[config.mk]
export PLATFORM = sky130hd
export DESIGN_NAME = memaccess
export DESIGN_NICKNAME = d
export VERILOG_FILES = /design/src/rtl/memaccess.sv
export SDC_FILE = /design/constraint.sdc
export NUM_CORES = 1
export LEC_CHECK = 0
export ABC_CLOCK_PERIOD_IN_PS = 3900
export BUFFER_PORTS_ARGS = -buffer_cell sky130_fd_sc_hd__buf_2
export CAP_MARGIN = 25
export CORE_AREA = 2 2 156 158
export DETAILED_ROUTE_END_ITERATION = 12
export DIE_AREA = 0 0 158 160
export PLACE_DENSITY = 0.6
export SYNTH_ARGS = -nofsm -noshare
export SYNTH_HDL_FRONTEND = slang
export SYNTH_SLANG_ARGS = --single-unit
[constraint.sdc]
create_clock -name clk_i -period 3.9 [get_ports clk_i]
set_clock_uncertainty 0.1 [all_clocks]
set_input_delay 0.39 -clock clk_i [delete_from_list [all_inputs] [get_ports clk_i]]
set_output_delay 0.39 -clock clk_i [all_outputs]
set_load 0.05 [all_outputs]
[src/rtl/memaccess.sv]
// memaccess: Bexkat1 memory stage; execute inputs in, Wishbone master for loads/stores, stall_o upstream, registered writeback outputs
module memaccess #(
  parameter int TIMEOUT = 255
) (
  input  logic        clk_i,
  input  logic        rst_i,
  input  logic [63:0] ir_i,
  input  logic [31:0] pc_i,
  input  logic [31:0] result_i,
  input  logic [31:0] reg_data1_i,
  input  logic [1:0]  reg_write_i,
  output logic [63:0] ir_o,
  output logic [31:0] pc_o,
  output logic [31:0] result_o,
  output logic [1:0]  reg_write_o,
  output logic        stall_o,
  output logic        bus_err_o,
  output logic        bus_cyc_o,
  output logic        bus_stb_o,
  output logic        bus_we_o,
  output logic [31:0] bus_adr_o,
  output logic [3:0]  bus_sel_o,
  output logic [31:0] bus_dat_o,
  input  logic [31:0] bus_dat_i,
  input  logic        bus_ack_i,
  input  logic        bus_err_i
);
  localparam logic [3:0] T_LOAD = 4'ha;
  localparam logic [3:0] T_STORE = 4'hb;
  typedef enum logic {IDLE, BUS} state_t;
  state_t state, state_n;
  logic [7:0] cnt;
  logic done, mem_op, is_store;
  logic [1:0] w;
  logic [3:0] sel_n;
  logic [31:0] dat_n, ld;
  assign is_store = ir_i[31:28] == T_STORE;
  assign mem_op = is_store || ir_i[31:28] == T_LOAD;
  assign w = ir_i[25:24];
  assign sel_n = w == 2'd1 ? (result_i[1] ? 4'h3 : 4'hc) : w == 2'd2 ? 4'h8 >> result_i[1:0] : 4'hf;
  assign dat_n = w == 2'd1 ? {2{reg_data1_i[15:0]}} : w == 2'd2 ? {4{reg_data1_i[7:0]}} : reg_data1_i;
  assign ld = bus_sel_o == 4'hc ? {16'h0, bus_dat_i[31:16]} :
              bus_sel_o == 4'h3 ? {16'h0, bus_dat_i[15:0]} :
              bus_sel_o == 4'h8 ? {24'h0, bus_dat_i[31:24]} :
              bus_sel_o == 4'h4 ? {24'h0, bus_dat_i[23:16]} :
              bus_sel_o == 4'h2 ? {24'h0, bus_dat_i[15:8]} :
              bus_sel_o == 4'h1 ? {24'h0, bus_dat_i[7:0]} : bus_dat_i;
  assign bus_stb_o = bus_cyc_o;
  always_comb begin
    done = state == BUS && (bus_ack_i || bus_err_i || cnt == 8'(TIMEOUT));
    stall_o = state == IDLE ? mem_op : !done;
    state_n = state == IDLE ? (mem_op ? BUS : IDLE) : (done ? IDLE : BUS);
  end
  always_ff @(posedge clk_i) begin
    if (rst_i) begin
      state <= IDLE;
      cnt <= '0;
      ir_o <= '0;
      pc_o <= '0;
      result_o <= '0;
      reg_write_o <= '0;
      bus_err_o <= 1'b0;
      bus_cyc_o <= 1'b0;
      bus_we_o <= 1'b0;
      bus_adr_o <= '0;
      bus_sel_o <= '0;
      bus_dat_o <= '0;
    end else begin
      state <= state_n;
      bus_err_o <= 1'b0;
      if (stall_o) begin
        ir_o <= '0;
        reg_write_o <= '0;
        result_o <= '0;
      end
      if (state == IDLE) begin
        if (mem_op) begin
          bus_cyc_o <= 1'b1;
          bus_we_o <= is_store;
          bus_adr_o <= {result_i[31:2], 2'b00};
          bus_sel_o <= sel_n;
          bus_dat_o <= dat_n;
          cnt <= '0;
        end else begin
          ir_o <= ir_i;
          pc_o <= pc_i;
          result_o <= result_i;
          reg_write_o <= reg_write_i;
        end
      end else begin
        cnt <= cnt == 8'hff ? cnt : cnt + 8'd1;
        if (done) begin
          bus_cyc_o <= 1'b0;
          ir_o <= ir_i;
          pc_o <= pc_i;
          // ack has priority over err; err and timeout squash the register write
          result_o <= bus_ack_i ? (bus_we_o ? result_i : ld) : '0;
          reg_write_o <= bus_ack_i ? reg_write_i : 2'b00;
          bus_err_o <= !bus_ack_i;
        end
      end
    end
  end
endmodule

# Word level (Yosys, flattened, before mapping)
# Cells that the tools add are included.
# word_totals
reg_bits	208
out_inout_bits	203
word_cells	81
# op_classes
n_addsub	1
eq_ne	14
shift	1
muxes	39
bitwise	2
reduce_logical	12
# op_table
operator	n
$mux W32	17
$mux W64	4
$mux W8	3
$eq A4 B4 Y1 const B	4
$mux W4	3
$mux W2	5
$add A8 B1 Y8 const B	1
$eq A4 B2 Y1 const B	2
$eq A8 B8 Y1 const B	1
$reduce_and A2 Y1	4
$mux W1	7
$eq A4 B1 Y1 const B	1
$eq A4 B3 Y1 const B	1
$ne A2 B2 Y1 const B	2
$shr A4 B2 Y4 const A	1
$logic_or A1 B1 Y1	3
$reduce_or A3 Y1	1
$eq A2 B1 Y1 const B	1
$eq A2 B2 Y1 const B	1
$logic_not A1 Y1	2
$ne A2 B1 Y1 const B	1
$not A1 Y1	2
$reduce_bool A2 Y1	1
$logic_and A1 B1 Y1	1

# Logic depth before layout (Yosys ltp)
# Gate-level depths: netlist of the first run.
# logic_depth
ltp_word	11
mapped_depth	7
mapped_depth_nobuf	5

# Worst setup path before layout of the first run
# No wires, ideal clock.
# synth_path
path_type	register -> output
from	register cnt[0]
to	output port stall_o
arrival_time_ps	1691
setup_slack_ps	1719
stages_incl_launch_ff	7
path_buffers	1
path_cell_list	dfxtp_1 > ha_1 > and4_2 > a211oi_2 > clkbuf_1 > nor2_1 > inv_1
# synth_via
elab_chain_len	5
# synth_rtl
element	line_no	source
start, declared	32	logic [7:0] cnt;
start signal, assigned	91	cnt <= cnt == 8'hff ? cnt : cnt + 8'd1;
$eq A8 B8 Y1	50	done = state == BUS && (bus_ack_i || bus_err_i || cnt == 8'(TIMEOUT));
$logic_or A1 B1 Y1	50	
$logic_and A1 B1 Y1	50	
$logic_not A1 Y1	51	stall_o = state == IDLE ? mem_op : !done;
$mux W1	51	
end, declared	16	output logic stall_o,
# No other way between the ends.

# Worst setup path after layout of the first run
# layout_path
from	register state
to	output port stall_o
# layout_via
elab_chain_len	3
# layout_rtl
element	line_no	source
start, declared	31	state_t state, state_n;
start signal, assigned	69	state <= state_n;
$logic_and A1 B1 Y1	50	
$logic_not A1 Y1	51	
$mux W1 *	51	
# Mark *: on every way between the ends. The rest lies on a longest branch, timed or not.

==> out/qor.txt, run 1 <==
Die X: 158 um
DRC viols: 0
DR vias/cell: 4.93
DR pass1 iterations: 5
Layout area overhead: 44.5%
Clk Latency, worst-skew pair: 0.50 ns
Setup Viol. Count Final: 0
R2r startpoint: state$_SDFF_PP0_
Final slew viol count: 0
Worst VDD drop: 0.229 mV
Max clock buf depth: 3
Mean post-synth cell area: 9.03 um^2
Ports: 401
Largest area contributor in the netlist: dfxtp_1
Worst Setup EP: stall_o
Startpoint types: flop
Main synth FF type: dfxtp_1
Slew @ Worst Pin: 1.04 ns
CP Class: reg2out
Vias: 8,083
Clk root buf: clkbuf_16
Hold Worst Slack: 0.0166 ns
Crit path capture type: output port
CP arrival: 2.63 ns
Crit path from: state$_SDFF_PP0_
Die height: 160 um
CP delay by family, top: buffers and inverters
HPWL after detailed placement: 20,400 um
CP required: 3.41 ns
Global-route wire length before repair: 43,200 um
Initial antenna violation count: 1
Slowest cell on the critical path: dfxtp_1
DRT Wirelength: 28,700 um
GRT Overall Usage: 21.6%
Layout cell share with drive strength beyond 1: 35.0%
Die ar.: 0.0253 mm^2
Seq cells post-synth: 208
R2R Path End: result_o[6]$_SDFF_PP0_
Buf+Inv Stages, Crit Path: 3
# placed instances: 1,539
Mapped Area: 0.00798 mm^2
Num CTS Buffers: 23
RSZ-0062 raised after global routing: false
Final instance area: 0.0115 mm^2
CTS H-tree lvls: 1
Cell Rows: 57
Number of flops mapped to enable cells by yosys: 0
Final-report hold violation count: 0
R2R setup slack: 1.24 ns
Worst-path clk slew: 0.06 ns
Warnings, synthesis: 0
Critical path, cell by cell: nand2b_1 -> a211oi_4 -> buf_4 -> nor2_1 -> inv_1 -> buf_2
Largest net degree at the start of global routing: 70
Lkg Pwr: 5.32 nW
Slew headroom: 29.9%
Outcome: complete, no violations
Max_cap viols: 0
Detail Route Antenna Nets: 0
Post-DP Area: 0.0102 mm^2
GPL Wtd Cong: 0.896
Finished Layout Cells: 1,638
Netlist cell types: 49
Num Clock Sinks: 208
Fmax: 320 MHz
Register area share after synthesis: 52.2%
Grt ovf: 0
Initial core utilization: 33.5%
Top cells by area, synth: dfxtp_1 (52%), a21oi_1 (6.3%), and2_1 (5.2%), nand2_1 (5.0%), mux2i_1 (3.1%)
Final Core Density: 48.4%
Detailed-route wire length per cell: 17.5 um
Vias in the first global route: 7,749
Min-Delay Path Class: in2reg
Crit path depth: 6
CTS tree: done
Top cell type's share of synthesized area: 52.2%
Pwr dens: 480 mW/mm^2
Min Tclk post-route: 3.12 ns
Asr flop ratio synth: 0%
Final #Nets: 1,498
CP peak stage delay: 0.67 ns
R2R cell count: 4
Fill cells: 2,380
Setup TNS: 0 ns
Port Buf Inserts: 398
1st-iter DRT viols: 496
Fin crit share: 80.1%
Core ar.: 0.0238 mm^2
Mapped Cells: 883
Crit Path Max Fanout: 66
-- cells by family after synthesis --
group | after synthesis | share of synthesized area, %
and+or+nand+nor | 321 | 20.2
other | 1 | 0.0470
DFF | 208 | 52.2
adders and majority gates | 1 | 0.157
xor gates and xnor gates | 1 | 0.110
muxes | 33 | 4.27
AOI/OAI and AO/OA | 237 | 18.5
buffers and inverters | 81 | 4.45
-- through the flow --
stage	setup slack, ns	total power [W]
global placement	1.31	0.00328
floorplan	1.72	0.00297
detailed placement	1.29	0.00328
global route	0.535	0.00573
CTS	0.752	0.00559
finish	0.776	0.00553
-- how the worst min path moves through the flow --
stage | from | end | cells past startpoint
2_1_floorplan | cnt[1]$_SDFFE_PP0P_ | cnt[1]$_SDFFE_PP0P_ | 2
3_3_place_gp | bus_adr_o[26]$_SDFFE_PP0P_ | bus_adr_o[26]$_SDFFE_PP0P_ | 2
3_5_place_dp | bus_dat_o[1]$_SDFFE_PP0P_ | bus_dat_o[1]$_SDFFE_PP0P_ | 2
4_1_cts | ir_i[27] | ir_o[27]$_SDFF_PP0_ | 2
5_1_grt | result_i[6] | result_o[6]$_SDFF_PP0_ | 2
6_report | ir_i[27] | ir_o[27]$_SDFF_PP0_ | 2
-- layer usage --
metal | GRT usage (%) | part of all wire [%] | wire length, um | up-vias
met4 | 6.96 | 2.8 | 817 | 0
li1 | - | - | - | 3924
met5 | 0 | 0 | 0 | -
met1 | 27.1 | 41 | 11900 | 3774
met2 | 37.0 | 48 | 13900 | 324
met3 | 4.56 | 7.4 | 2120 | 61
-- synthesized netlist by cell type (all sizes together), types with 2 or more instances --
cell / count
o21a: 2
o211ai: 10
nand3: 11
mux2i: 25
nand2b: 6
nand3b: 33
a211oi: 19
o21ai: 43
and2: 66
inv: 5
a22oi: 16
nand2: 106
nor2b: 2
mux2: 8
nor3: 14
a31oi: 10
a221oi: 8
o311a: 8
buf: 30
and3: 6
nor2: 63
o221ai: 8
a21oi: 100
or3: 6
dfxtp: 208
o2bb2ai: 8
clkbuf: 46
-- registers in the layout (all words and copies together) (netlist names) --
register,flops
bus_adr_o,30
bus_cyc_o,1
bus_dat_o,32
bus_err_o,1
bus_sel_o,4
bus_we_o,1
cnt,8
ir_o,64
pc_o,32
reg_write_o,2
result_o,32
state,1
-- worst register-to-register path: cells and delay by family (launching register included) --
family / cells / cell delay [ns]
simple gates: 2 / 1.33
compound gates: 2 / 0.50
flops: 1 / 0.67
-- power breakdown --
group | total, W | switching [W] | internal [W]
logic | 0.000997 | 0.000699 | 0.000298
clock network | 0.00225 | 0.000856 | 0.00139
registers | 0.00229 | 0.0000491 | 0.00224
-- final cells by class --
class | instances | area, um^2 | share of cell area [%]
Inverter | 5 | 18.8 | 0.163
Clock inverter | 5 | 104 | 0.901
Antenna cell | 1 | 2.50 | 0.0217
Timing Repair Buffer | 466 | 2650 | 23.0
Clock buffer | 34 | 677 | 5.87
Tap cell | 324 | 405 | 3.52
Sequential cell | 208 | 4160 | 36.1
Multi-Input combinational cell | 595 | 3510 | 30.4
-- cell usage in the layout (no fill, tap or decap), drive strengths merged, types with 25 or more instances in the layout --
cell type / netlist / final
a21oi: 100 / 100
and2: 66 / 66
o21ai: 43 / 43
nand3b: 33 / 33
buf: 30 / 407
nor2: 63 / 63
clkbuf: 46 / 34
dfxtp: 208 / 208
dlygate4sd3: 0 / 59
mux2i: 25 / 25
nand2: 106 / 106
-- timing repair --
item,CTS,global route
hold buffers,59,0
buffers inserted,0,0
resized for setup,0,0
hold endpoints to repair,59,0
Power figures use the tool's default switching activity.
==> run 2: changes to the inputs <==
ABC_AREA = 1   (was not set)
ABC_CLOCK_PERIOD_IN_PS = 2650   (was 3900)
CORE_AREA = not set   (was 2 2 156 158)
CORE_ASPECT_RATIO = 0.7   (was not set)
CORE_MARGIN = 2   (was not set)
CORE_UTILIZATION = 42   (was not set)
DIE_AREA = not set   (was 0 0 158 160)
PLACE_DENSITY = 0.74   (was 0.6)
clock period = 2.65 ns   (was 3.9 ns; I/O delays follow)
==> run 2 against run 1 <==
  * Sequential share of layout area fell by 4.9 points
  * Register-to-register slack got worse by 0.88 ns
  * Die area fell by 14%
  * Core utilization rose by 18 points
  * Power rose by 56%
  * Combinational power rose by 92%
  * Sequential power rose by 48%
  * First-iteration DRC count rose by 83%
  * Clock-buffer cell count fell by 6
  * Critical path type is now in2reg
==> out/qor.txt, run 2 <==
Outcome: complete, no violations (unchanged)
Power share of the combinational group: 22.2% (was 18.0%)
Hold Worst Slack: 0.0410 ns (was 0.0166 ns)
Fill cells: 1,552 (was 2,380)
Fin crit share: 98.1%
Largest area contributor in the netlist: dfxtp_1 (unchanged)
Slowest cell on the critical path: dlygate4sd3_1 (was dfxtp_1)
CTS H-tree lvls: 1 (unchanged)
Ports: 401 (unchanged)
Critical path, cell by cell: dlygate4sd3_1 -> buf_2 -> inv_2 -> or2_2 -> nand2_2 -> clkinvlp_4 -> buf_4 -> nand2_1 -> a31oi_1 -> dlygate4sd3_1 (was nand2b_1 -> a211oi_4 -> buf_4 -> nor2_1 -> inv_1 -> buf_2)
Most used cell, CP: dlygate4sd3_1
Final-report hold violation count: 0 (unchanged)
Commonest cells after routing, fill and taps aside: buf_2 (397), dfxtp_1 (207), dlygate4sd3_1 (188), nand2_1 (176), nor2_1 (166) (was buf_2 (397), dfxtp_1 (208), nand2_1 (106), a21oi_1 (99), and2_1 (66))
Port Buf Inserts: 398 (unchanged)
Routed met2 length: 16,700 um (was 13,900 um)
Sw frac: 31.6% (was 29.0%)
Largest net degree at the start of global routing: 98 (was 70)
ANT cells: 0 (was 1)
R2r startpoint: state$_SDFF_PP0_ (unchanged)
Startpoint types: input port (was flop)
Final #Nets: 1,814 (was 1,498)
Vias in the first global route: 9,604 (was 7,749)
Flip-flop and latch area: 0.00417 mm^2 (was 0.00416 mm^2)
Die height: 124 um (was 160 um)
Main synth FF type: dfxtp_1 (unchanged)
Max_cap viols: 0 (unchanged)
Most flops, register: ir_o (unchanged)
DRC viols: 0 (unchanged)
Top cells by area, synth: dfxtp_1 (48%), nand2_1 (7.6%), nor2_1 (7.2%), o211a_1 (7.2%), o21ai_0 (5.9%) (was dfxtp_1 (52%), a21oi_1 (6.3%), and2_1 (5.2%), nand2_1 (5.0%), mux2i_1 (3.1%))
Core ar.: 0.0200 mm^2 (was 0.0238 mm^2)
Setup TNS: 0 ns (unchanged)
Setup ws final: 0.0495 ns (was 0.776 ns)
Layout cell share with drive strength beyond 1: 30.9% (was 35.0%)
GPL Wtd Cong: 0.943 (was 0.896)
DRT Wirelength: 34,800 um (was 28,700 um)
1st-iter DRT viols: 906 (was 496)
Crit path from: ir_i[25] (was state$_SDFF_PP0_)
Mapped Area: 0.00867 mm^2 (was 0.00798 mm^2)
Initial antenna violation count: 1 (unchanged)
Worst Min Path Start: bus_ack_i (was ir_i[27])
Synth cell count leaders: dfxtp_1 (208), nand2_1 (176), nor2_1 (167) (was dfxtp_1 (208), nand2_1 (106), a21oi_1 (100))
Final slew viol count: 0 (unchanged)
Setup Viol. Count Final: 0 (unchanged)
P_sw: 0.00272 W (was 0.00160 W)
Pwr dens: 644 mW/mm^2 (was 480 mW/mm^2)
Leading cell type by number of instances after synthesis: dfxtp_1 (unchanged)
Warnings, synthesis: 0 (unchanged)
Grt ovf: 0 (unchanged)
Met3 WL: 3000 um (was 2120 um)
CP peak stage delay: 0.60 ns (was 0.67 ns)
GRT Overall Usage: 29.8% (was 21.6%)
RSZ-0062 raised after global routing: false (unchanged)
Pint: 0.00589 W (was 0.00393 W)
Cell Rows: 43 (was 57)
Leading cell type in the layout, fill and taps excluded: buf_2 (unchanged)
DR pass1 iterations: 5 (unchanged)
Slew headroom: 55.2% (was 29.9%)
Die ar.: 0.0218 mm^2 (was 0.0253 mm^2)
Register area share after synthesis: 48.1% (was 52.2%)
Top cell type's share of synthesized area: 48.1% (was 52.2%)
Mapped Cells: 1,067 (was 883)
Lkg Pwr: 7.05 nW (was 5.32 nW)
CTS tree: done (unchanged)
Place WS: 0.240 ns (was 1.29 ns)
Clock share of power: 38.4% (was 40.6%)
HPWL after detailed placement: 21,400 um (was 20,400 um)
Mean post-synth cell area: 8.12 um^2 (was 9.03 um^2)
WL met1: 13,900 um (was 11,900 um)
Crit path capture type: flop (was output port)
Crit Path Max Fanout: 16 (was 66)
Number of flops mapped to enable cells by yosys: 0 (unchanged)
Top Metal Used: met5 (was met4)
DR vias/cell: 5.31 (was 4.93)
Num CTS Buffers: 22 (was 23)
Global-route wire length before repair: 51,600 um (was 43,200 um)
Netlist cell types: 40 (was 49)
CP arrival: 2.90 ns (was 2.63 ns)
Min-Delay Path Class: in2reg (unchanged)
CP Class: in2reg (was reg2out)
Multi-input gate area: 0.00383 mm^2 (was 0.00351 mm^2)
Max clock buf depth: 3 (unchanged)
Initial core utilization: 43.3% (was 33.5%)
Buf+Inv Stages, Crit Path: 6 (was 3)
Seq cells post-synth: 208 (unchanged)
Post-DP Area: 0.0107 mm^2 (was 0.0102 mm^2)
Detail Route Antenna Nets: 0 (unchanged)
Worst-path clk slew: 0.06 ns (about the same)
Clk root buf: clkbuf_16 (unchanged)
Clk Latency, worst-skew pair: 0.51 ns (was 0.50 ns)
Sequential Power Share: 39.4% (was 41.3%)
Die X: 176 um (was 158 um)
Num Clock Sinks: 208 (unchanged)
Worst VDD drop: 0.628 mV (was 0.229 mV)
Fmax: 385 MHz
Final instance area: 0.0134 mm^2 (was 0.0115 mm^2)
Vias: 10,091 (was 8,083)
CP required: 2.95 ns (was 3.41 ns)
Slew @ Worst Pin: 0.672 ns (was 1.04 ns)
Detailed-route wire length per cell: 18.3 um (was 17.5 um)
CP delay by family, top: buffers and inverters (unchanged)
Asr flop ratio synth: 0% (unchanged)
Largest register FFs: 64 (unchanged)
Min Tclk post-route: 2.60 ns
Layout area overhead: 54.2% (was 44.5%)
==> run 2: cell type report <==
cell class              count  area share, %
clock buffers              28           4.66
clock inverters            11           1.16
inverters                  56           1.68
multi-input cells         724           28.7
flip-flops and latches    208           31.2
well taps                 270           2.53
repair buffers            603           30.1
==> run 2: logic make-up (layout without fill, tap and decap cells) <==
logic type                 Yosys count  in the layout  share of synthesized area [%]
AOI/OAI and AO/OA                  274            274                           20.8
and+or+nand+nor                    447            447                           23.1
buffers and inverters              136            698                           7.90
other                                1              2                         0.0433
DFF                                208            208                           48.1
adders and majority gates            1              1                          0.144
==> run 2: per-stage QoR <==
step / utilization, % / cells / total power (W)
floorplan: - / 1068 / 0.00460
global placement: 53.3 / 1672 / 0.00506
global route: 66.8 / 1900 / 0.00886
finish: 66.8 / 1900 / 0.00860
detailed placement: 53.3 / 1672 / 0.00508
CTS: 66.6 / 1899 / 0.00856
==> run 2: repair_timing <==
item	CTS	global route
endpoints found under the setup margin	0	18
hold buffers	188	0
resized for setup	0	7
buffers inserted	0	1
hold endpoints to repair	189	0
==> run 2: path summary, 6_finish.rpt <==
kind,endpoint,slack [ns],cells after the start
worst min-delay path,bus_err_o$_SDFF_PP0_,0.04,2
worst min register to register,bus_adr_o[30]$_SDFFE_PP0P_,0.38,2
worst max register to register,bus_dat_o[8]$_SDFFE_PP0P_,0.36,5
worst max-delay path,bus_dat_o[20]$_SDFFE_PP0P_,0.05,10
==> run 2: metal layers <==
metal	vias to the layer above	global-route usage (%)
met5	-	0
met4	2	10.6
met3	92	6.93
met2	607	50.7
met1	4709	37.5
li1	4681	-
==> run 2: power by group through the flow <==
| stage | clock network [W] | logic [W] | registers (W) |
|---|---|---|---|
| after global placement | 0 | 0.00162 | 0.00344 |
| after detailed placement | 0 | 0.00163 | 0.00345 |
| final | 0.00330 | 0.00191 | 0.00339 |
| after floorplan | 0 | 0.000523 | 0.00407 |
| after global routing | 0.00345 | 0.00201 | 0.00340 |
| after CTS | 0.00332 | 0.00185 | 0.00338 |
